**src/rtl/i2c_reg_bank.sv**
```systemverilog
// Register bank behind an I2C slave: pointer byte then write data, or
// sequential reads. The last index is a read-only status byte.
//
// state   | meaning
// S_IDLE  | not addressed; data strobes ignored
// S_PTR   | addressed for write, next byte loads ptr
// S_WRITE | bytes written to reg[ptr], ptr auto-increments
// S_READ  | i2c_data_tx offered, ptr advances on each load
module i2c_reg_bank #(
  parameter int         NUM_REGS    = 16,
  parameter logic [6:0] I2C_ADDRESS = 7'h42,
  localparam int        PW          = $clog2(NUM_REGS)
) (
  input  logic                    clk,
  input  logic                    rst_n,
  input  logic [7:0]              i2c_addr_rw,
  input  logic                    i2c_addr_rw_valid_stb,
  input  logic [7:0]              i2c_data_rx,
  input  logic                    i2c_data_rx_valid_stb,
  output logic [7:0]              i2c_data_tx,
  input  logic                    i2c_data_tx_loaded_stb,
  input  logic                    i2c_error_stb,
  output logic                    stall,
  output logic [8*NUM_REGS-1:0]   regs_flat,
  input  logic [7:0]              ro_status,
  output logic                    wr_stb,
  output logic [PW-1:0]           wr_addr,
  output logic [7:0]              wr_data
);

  typedef enum logic [1:0] {
    S_IDLE  = 2'd0,
    S_PTR   = 2'd1,
    S_WRITE = 2'd2,
    S_READ  = 2'd3
  } state_t;

  localparam logic [PW-1:0] LAST = PW'(NUM_REGS - 1);

  state_t                     state_q, state_d;
  logic [PW-1:0]              ptr_q, ptr_d;
  logic [NUM_REGS-1:0][7:0]   regs_q, regs_d;
  logic [7:0]                 data_tx_q, data_tx_d;
  logic                       stall_q, stall_d;
  logic                       wr_stb_q, wr_stb_d;
  logic [PW-1:0]              wr_addr_q, wr_addr_d;
  logic [7:0]                 wr_data_q, wr_data_d;

  logic addr_match;
  logic wr_en;
  logic ptr_upd;

  assign addr_match = (i2c_addr_rw[7:1] == I2C_ADDRESS);

  // Address strobe beats error, error beats data/load strobes.
  always_comb begin
    state_d = state_q;
    ptr_d   = ptr_q;
    wr_en   = 1'b0;
    ptr_upd = 1'b0;
    if (i2c_addr_rw_valid_stb) begin
      if (!addr_match)         state_d = S_IDLE;
      else if (i2c_addr_rw[0]) state_d = S_READ;
      else                     state_d = S_PTR;
    end else if (i2c_error_stb) begin
      state_d = S_IDLE;
    end else begin
      case (state_q)
        S_PTR: begin
          if (i2c_data_rx_valid_stb) begin
            ptr_d   = i2c_data_rx[PW-1:0];
            ptr_upd = 1'b1;
            state_d = S_WRITE;
          end
        end
        S_WRITE: begin
          if (i2c_data_rx_valid_stb) begin
            wr_en   = (ptr_q != LAST);
            ptr_d   = ptr_q + PW'(1);
            ptr_upd = 1'b1;
          end
        end
        S_READ: begin
          if (i2c_data_tx_loaded_stb) begin
            ptr_d   = ptr_q + PW'(1);
            ptr_upd = 1'b1;
          end
        end
        default: ;
      endcase
    end
  end

  always_comb begin
    regs_d    = regs_q;
    wr_stb_d  = wr_en;
    wr_addr_d = wr_addr_q;
    wr_data_d = wr_data_q;
    if (wr_en) begin
      regs_d[ptr_q] = i2c_data_rx;
      wr_addr_d     = ptr_q;
      wr_data_d     = i2c_data_rx;
    end
  end

  // tx lags ptr/register changes by one cycle; stall covers exactly that cycle.
  always_comb begin
    data_tx_d = (ptr_q == LAST) ? ro_status : regs_q[ptr_q];
    stall_d   = ptr_upd | wr_en;
  end

  always_ff @(posedge clk or negedge rst_n) begin
    if (!rst_n) begin
      state_q   <= S_IDLE;
      ptr_q     <= '0;
      regs_q    <= '0;
      data_tx_q <= 8'h00;
      stall_q   <= 1'b0;
      wr_stb_q  <= 1'b0;
      wr_addr_q <= '0;
      wr_data_q <= 8'h00;
    end else begin
      state_q   <= state_d;
      ptr_q     <= ptr_d;
      regs_q    <= regs_d;
      data_tx_q <= data_tx_d;
      stall_q   <= stall_d;
      wr_stb_q  <= wr_stb_d;
      wr_addr_q <= wr_addr_d;
      wr_data_q <= wr_data_d;
    end
  end

  assign i2c_data_tx = data_tx_q;
  assign stall       = stall_q;
  assign regs_flat   = regs_q;
  assign wr_stb      = wr_stb_q;
  assign wr_addr     = wr_addr_q;
  assign wr_data     = wr_data_q;

endmodule

```
**config.mk**
```make
export PLATFORM = sky130hd
export DESIGN_NAME = i2c_reg_bank
export DESIGN_NICKNAME = d
export VERILOG_FILES = /design/src/rtl/i2c_reg_bank.sv
export SDC_FILE = /design/constraint.sdc
export NUM_CORES = 1
export LEC_CHECK = 0
export ABC_AREA = 1
export ABC_CLOCK_PERIOD_IN_PS = 2200
export CORE_MARGIN = 8
export CORE_UTILIZATION = 50
export CTS_BUF_LIST = sky130_fd_sc_hd__clkbuf_4
export CTS_CLUSTER_DIAMETER = 200
export DETAILED_ROUTE_END_ITERATION = 12
export GPL_TIMING_DRIVEN = 1
export PLACE_DENSITY_LB_ADDON = 0.05
export SLEW_MARGIN = 20
export SYNTH_ARGS = -nofsm -noshare
export SYNTH_HDL_FRONTEND = slang
export SYNTH_SLANG_ARGS = --single-unit
```
**constraint.sdc**
```tcl
create_clock -name clk -period 2.2 [get_ports clk]
set_input_delay 0.44 -clock clk [delete_from_list [all_inputs] [get_ports clk]]
set_output_delay 0.44 -clock clk [all_outputs]
set_load 0.1 [all_outputs]
```
# Word level (Yosys, flattened, before mapping)
# Index checks and enable logic that the tools add are counted.
# word_totals
output_inout_bits,150
in_bits,30
register_bits,156
# op_classes
mux,25
n_addsub,1
n_eq_ne,9
n_bitwise,3
reduce_logical,7
magnitude_cmp,2
# ops
cell,n
$bwmux W128,1
$bmux W8 S4,1
$demux W8 S4,1
$mux W8,3
$mux W2,6
$mux W4,3
$pmux W4 S3,1
$reduce_bool A3 Y1,3
$mux W1,8
$eq A7 B7 Y1 const B,1
$ne A2 B2 Y1 const B,3
$reduce_and A6 Y1,1
$lt A4 B5 Y1 const B,1
$add A4 B1 Y4 const B,1
$eq A2 B2 Y1 const B,2
$eq A4 B4 Y1 const B,1
$ge A4 B1 Y1 const B,1
$ne A4 B4 Y1 const B,1
$eq A2 B1 Y1 const B,1
$not A1 Y1,2
$pmux W1 S2,1
$reduce_and A2 Y1,1
$reduce_or A2 Y1,1
$logic_and A1 B1 Y1,1
$or A1 B1 Y1,1

# Logic depth before layout (Yosys ltp)
# logic_depth
ltp_word,6
ltp_mapped,11
mapped_depth_nobuf,9

# Worst setup path before layout
# OpenSTA, ideal clock, no wires.
# synth_timing
kind,reg-to-reg
from,register ptr_q[0]
to,"register regs_q, in the netlist regs_flat[23]"
period_less_slack_ps,1989
arrival_ps,1854
required_ps,2066
stages_incl_launch_ff,9
path_slack_ps,211
path_cell_list,dfrtp_1 -> buf_2 -> inv_2 -> clkbuf_1 -> ha_1 -> nand3_1 -> buf_2 -> nand2_1 -> o21ai_0
# synth_between
elab_chain_cells,5
word_cells_on_any_way,11
# synth_rtl
element,line_no,rtl
"start, declared",41,"logic [PW-1:0] ptr_q, ptr_d;"
"start signal, assigned",124,ptr_q <= ptr_d;
"$lt A4 B5 Y1 (not written as such), or another cell as far along",100,regs_d[ptr_q] = i2c_data_rx;
$logic_and A1 B1 Y1 (not written as such) / $mux W1 (equally long branches),"100, 77",
$mux W8 (not written as such) / $mux W1 (equally long branches),"100, 68",
$demux W8 S4 / $mux W1 (equally long branches),"100, 65",
$bwmux W128 / $mux W1 (equally long branches),"100, 61",
"end signal, assigned",125,regs_q <= regs_d;
"end, declared",42,"logic [NUM_REGS-1:0][7:0] regs_q, regs_d;"
# Several ways; a longest one is shown, not always the timed one.
# A chain may end at the register's enable or synchronous reset.

# Worst setup path after layout
# layout_timing
from,register state_q[0]
to,"register regs_q, in the netlist regs_flat[15]"
# layout_between
elab_chain_cells,4
# layout_rtl
element,line_no,rtl
"start, declared",40,"state_t state_q, state_d;"
"start signal, assigned",123,state_q <= state_d;
$eq A2 B2 Y1,68,case (state_q)
$mux W1,68,
$mux W1,65,end else if (i2c_error_stb) begin
$mux W1,61,if (i2c_addr_rw_valid_stb) begin
# Every way passes these cells.

==> results.ini <==
[power]
pwr-share-seq_pct=34.4
power_density_nw_per_um2=1072
leakage_nw=4.775
swShare_pct=51.05
pwr-share-clk_pct=17.1
power.internal_w=0.004932
vdd_drop_max_mv=0.8813
switchingPower_w=0.005145
power_frac_comb_pct=48.5

[timing]
slew_headroom_pct=61.26
timing.hold.ws_ns=0.4121
report.final.slew_viol_count=0
hold_violations=0
fin_skew_ns=0.02408
fin_tns_setup_ns=0
max_freq_mhz=509.3
period_needed_ns=1.964
setup_ws_ns=0.2364
worstMarginPinSlew_ns=0.5811
rsz0062_at_grt=false
setup_viol=0
finalCritPeriodShare_pct=89.25

[layout]
nFillCells=1342
fin_nets=1155
multi_input_area_um2=2860
syn2layout_area_growth_pct=26.16
drive_above_1_share_pct=20.53
seqCellArea_um2=3905

[place]
dp_hpwl_um=16640
pre_cts_ws_ns=-0.01104
gp_congestion=0.8175
port_buffers=179

[logic_synthesis]
yosysMostFrequentCell=nand2_1
yosysTopAreaCellShare_pct=52.38
syn_nets=982
syn_area_per_cell_um2=7.894
seq_area_frac_synth_pct=52.38
syn_inst=944
synth_cell_types=27
async_reset_ff_share_pct=100.0
ys_top_cells_by_count=nand2_1 (307), dfrtp_1 (156), inv_1 (100), o21ai_0 (100), nand3_1 (73)
netlist_area_um2=7452
synth_edf_count=0
yosys_warnings=0
synth_flop_cell=dfrtp_1
ys_seq_elements=156
yosysTopAreaCell=dfrtp_1
synth.area.top_cells=dfrtp_1 (52%), nand2_1 (15%), o21ai_0 (6.7%), inv_1 (5.0%), nand3_1 (4.9%)

[flow_run]
drv_cap=0

[worst_setup_path]
crit_buf_inv=3
crit_slowest_cell=dfrtp_1
cp.required_ns=2.66
cp_max_fo=16
crit_path_start_kind=flop
cp_top_family=buffers and inverters
cpPeakStageDelay_ns=0.42
cp_cell_sequence=inv_1 -> ha_1 -> nand2_1 -> nor2_4 -> nand2_4 -> inv_4 -> nand3_1 -> buf_4 -> o21ai_0
arrival_ns=2.43
cp-end-kind=flop
crit_type=flop to flop

[grt]
grt_use_total_pct=24.32
grt_max_degree=61
grt_pass1_wl_um=36940
grt_remaining_overflow=0
grt_pass1_vias=6606
antenna_found_initial=1

[cts]
cts_setup_buffers=0
cts_sinks=156
cts_inserted_buffers=17
insertion_delay_ns=0.56
root_buffer=clkbuf_4
cts_tree=done
post_cts_resized=0
htreeDepth=4
cts.reportedPaths.clkPinSlew_ns=0.13
cts.path.max_buffers=2

[floorplanning]
core_um2=14530
io_pins=180
die_x_um=138.1
start_util_pct=51.27
die_h_um=138.1
rows=44
die-area_um2=19070

[route]
drc_errors=0
drt-pass1-iter-count=6
initialDrtViolationCount=445
routedWlPerCell_um=17.58
postRouteAntennaNets=0
drt-total-wl_um=23120
viasPerCell=5.183
vias=6815

[min_path]
hp-class=input pin to asynchronous set/reset pin

[run_status]
status=completed

[per-layer routing]
metal	part of all wire [%]	routed length [um]	vias to the layer above	track usage [%]
met5	0	0	-	0
li1	-	-	3321	-
met4	2.1	490	0	7.723
met3	7.3	1687	39	6.233
met1	43	9889	3202	32.01
met2	48	11050	253	38.50
[kinds of logic after synthesis]
family,count (synthesis),synth area share (%)
AOI/OAI and AO/OA,160,10.83
adders and majority gates,8,1.343
buffers and inverters,163,9.235
DFF,156,52.38
and+or+nand+nor,457,26.21
[area by class of cell]
class / count / area share, %
Antenna cell: 1 / 0.02662
Clock buffer: 19 / 1.517
Clock inverter: 13 / 1.344
Inverter: 103 / 4.139
Multi-Input combinational cell: 625 / 30.42
Sequential cell: 156 / 41.54
Tap cell: 184 / 2.449
Timing Repair Buffer: 214 / 18.57
[repair_timing]
item | CTS | global route
hold buffers | 1 | 0
setup endpoints to repair | 0 | 0
endpoints found under the hold margin | 56 | 0
[sequential cells by signal, indices dropped and copies added (netlist names)]
| register | flops |
|---|---|
| i2c_data_tx | 8 |
| ptr_q | 4 |
| regs_flat | 128 |
| stall | 1 |
| state_q | 2 |
| wr_addr | 4 |
| wr_data | 8 |
| wr_stb | 1 |
[path summary, 6_finish.rpt]
path / slack [ns] / depth (start not counted) / to / startpoint
worst max-delay path: 0.24 / 9 / regs_flat[15] / state_q[0]
worst min-delay path: 0.41 / 2 / state_q[0] / rst_n
worst max register to register: 0.24 / 9 / regs_flat[15] / state_q[0]
worst min register to register: 0.42 / 0 / regs_flat[124] / regs_flat[124]
max in group asynchronous: 1.09 / 3 / regs_flat[73] / rst_n
min in group clk: 0.42 / 0 / regs_flat[124] / regs_flat[124]
[metrics by stage]
stage,instance area [um^2],power [W],utilization [%],std cells
2_1_floorplan,7452,0.007107,-,944
3_3_place_gp,9120,0.008385,62.75,1281
3_5_place_dp,9120,0.008423,62.75,1281
4_1_cts,9399,0.01012,64.67,1314
5_1_grt,9402,0.01057,64.69,1315
6_report,9402,0.01008,64.69,1315
[worst reg2reg max path, delay by kind of cell (launching register included)]
family	cells	cell delay (ns)
buf+inv	3	0.55
simple gates	4	0.49
flops	1	0.42
fa+ha+maj	1	0.20
compound gates	1	0.20
[power by group through the flow]
stage | clock network (W) | logic [W] | registers (W)
floorplan | 0 | 0.00128 | 0.00582
global placement | 0 | 0.00487 | 0.00352
detailed placement | 0 | 0.00490 | 0.00352
CTS | 0.00174 | 0.00491 | 0.00347
global route | 0.00187 | 0.00519 | 0.00351
finish | 0.00172 | 0.00489 | 0.00347
[layout by cell type (no fill, tap or decap), types with 3 or more instances in the layout]
cell and instances:
nand3_1 73, clkdlybuf4s50_1 28, dfrtp_1 155, ha_1 8, nand3_4 8, nand2_1 307, clkbuf_4 19, buf_4 179
clkinvlp_4 3, clkinv_1 3, a21oi_1 10, inv_1 100, o21ai_1 47, nor2_1 60, buf_12 5, o21ai_0 100
clkinv_2 3
No activity file was read; power rests on OpenSTA's default activity.
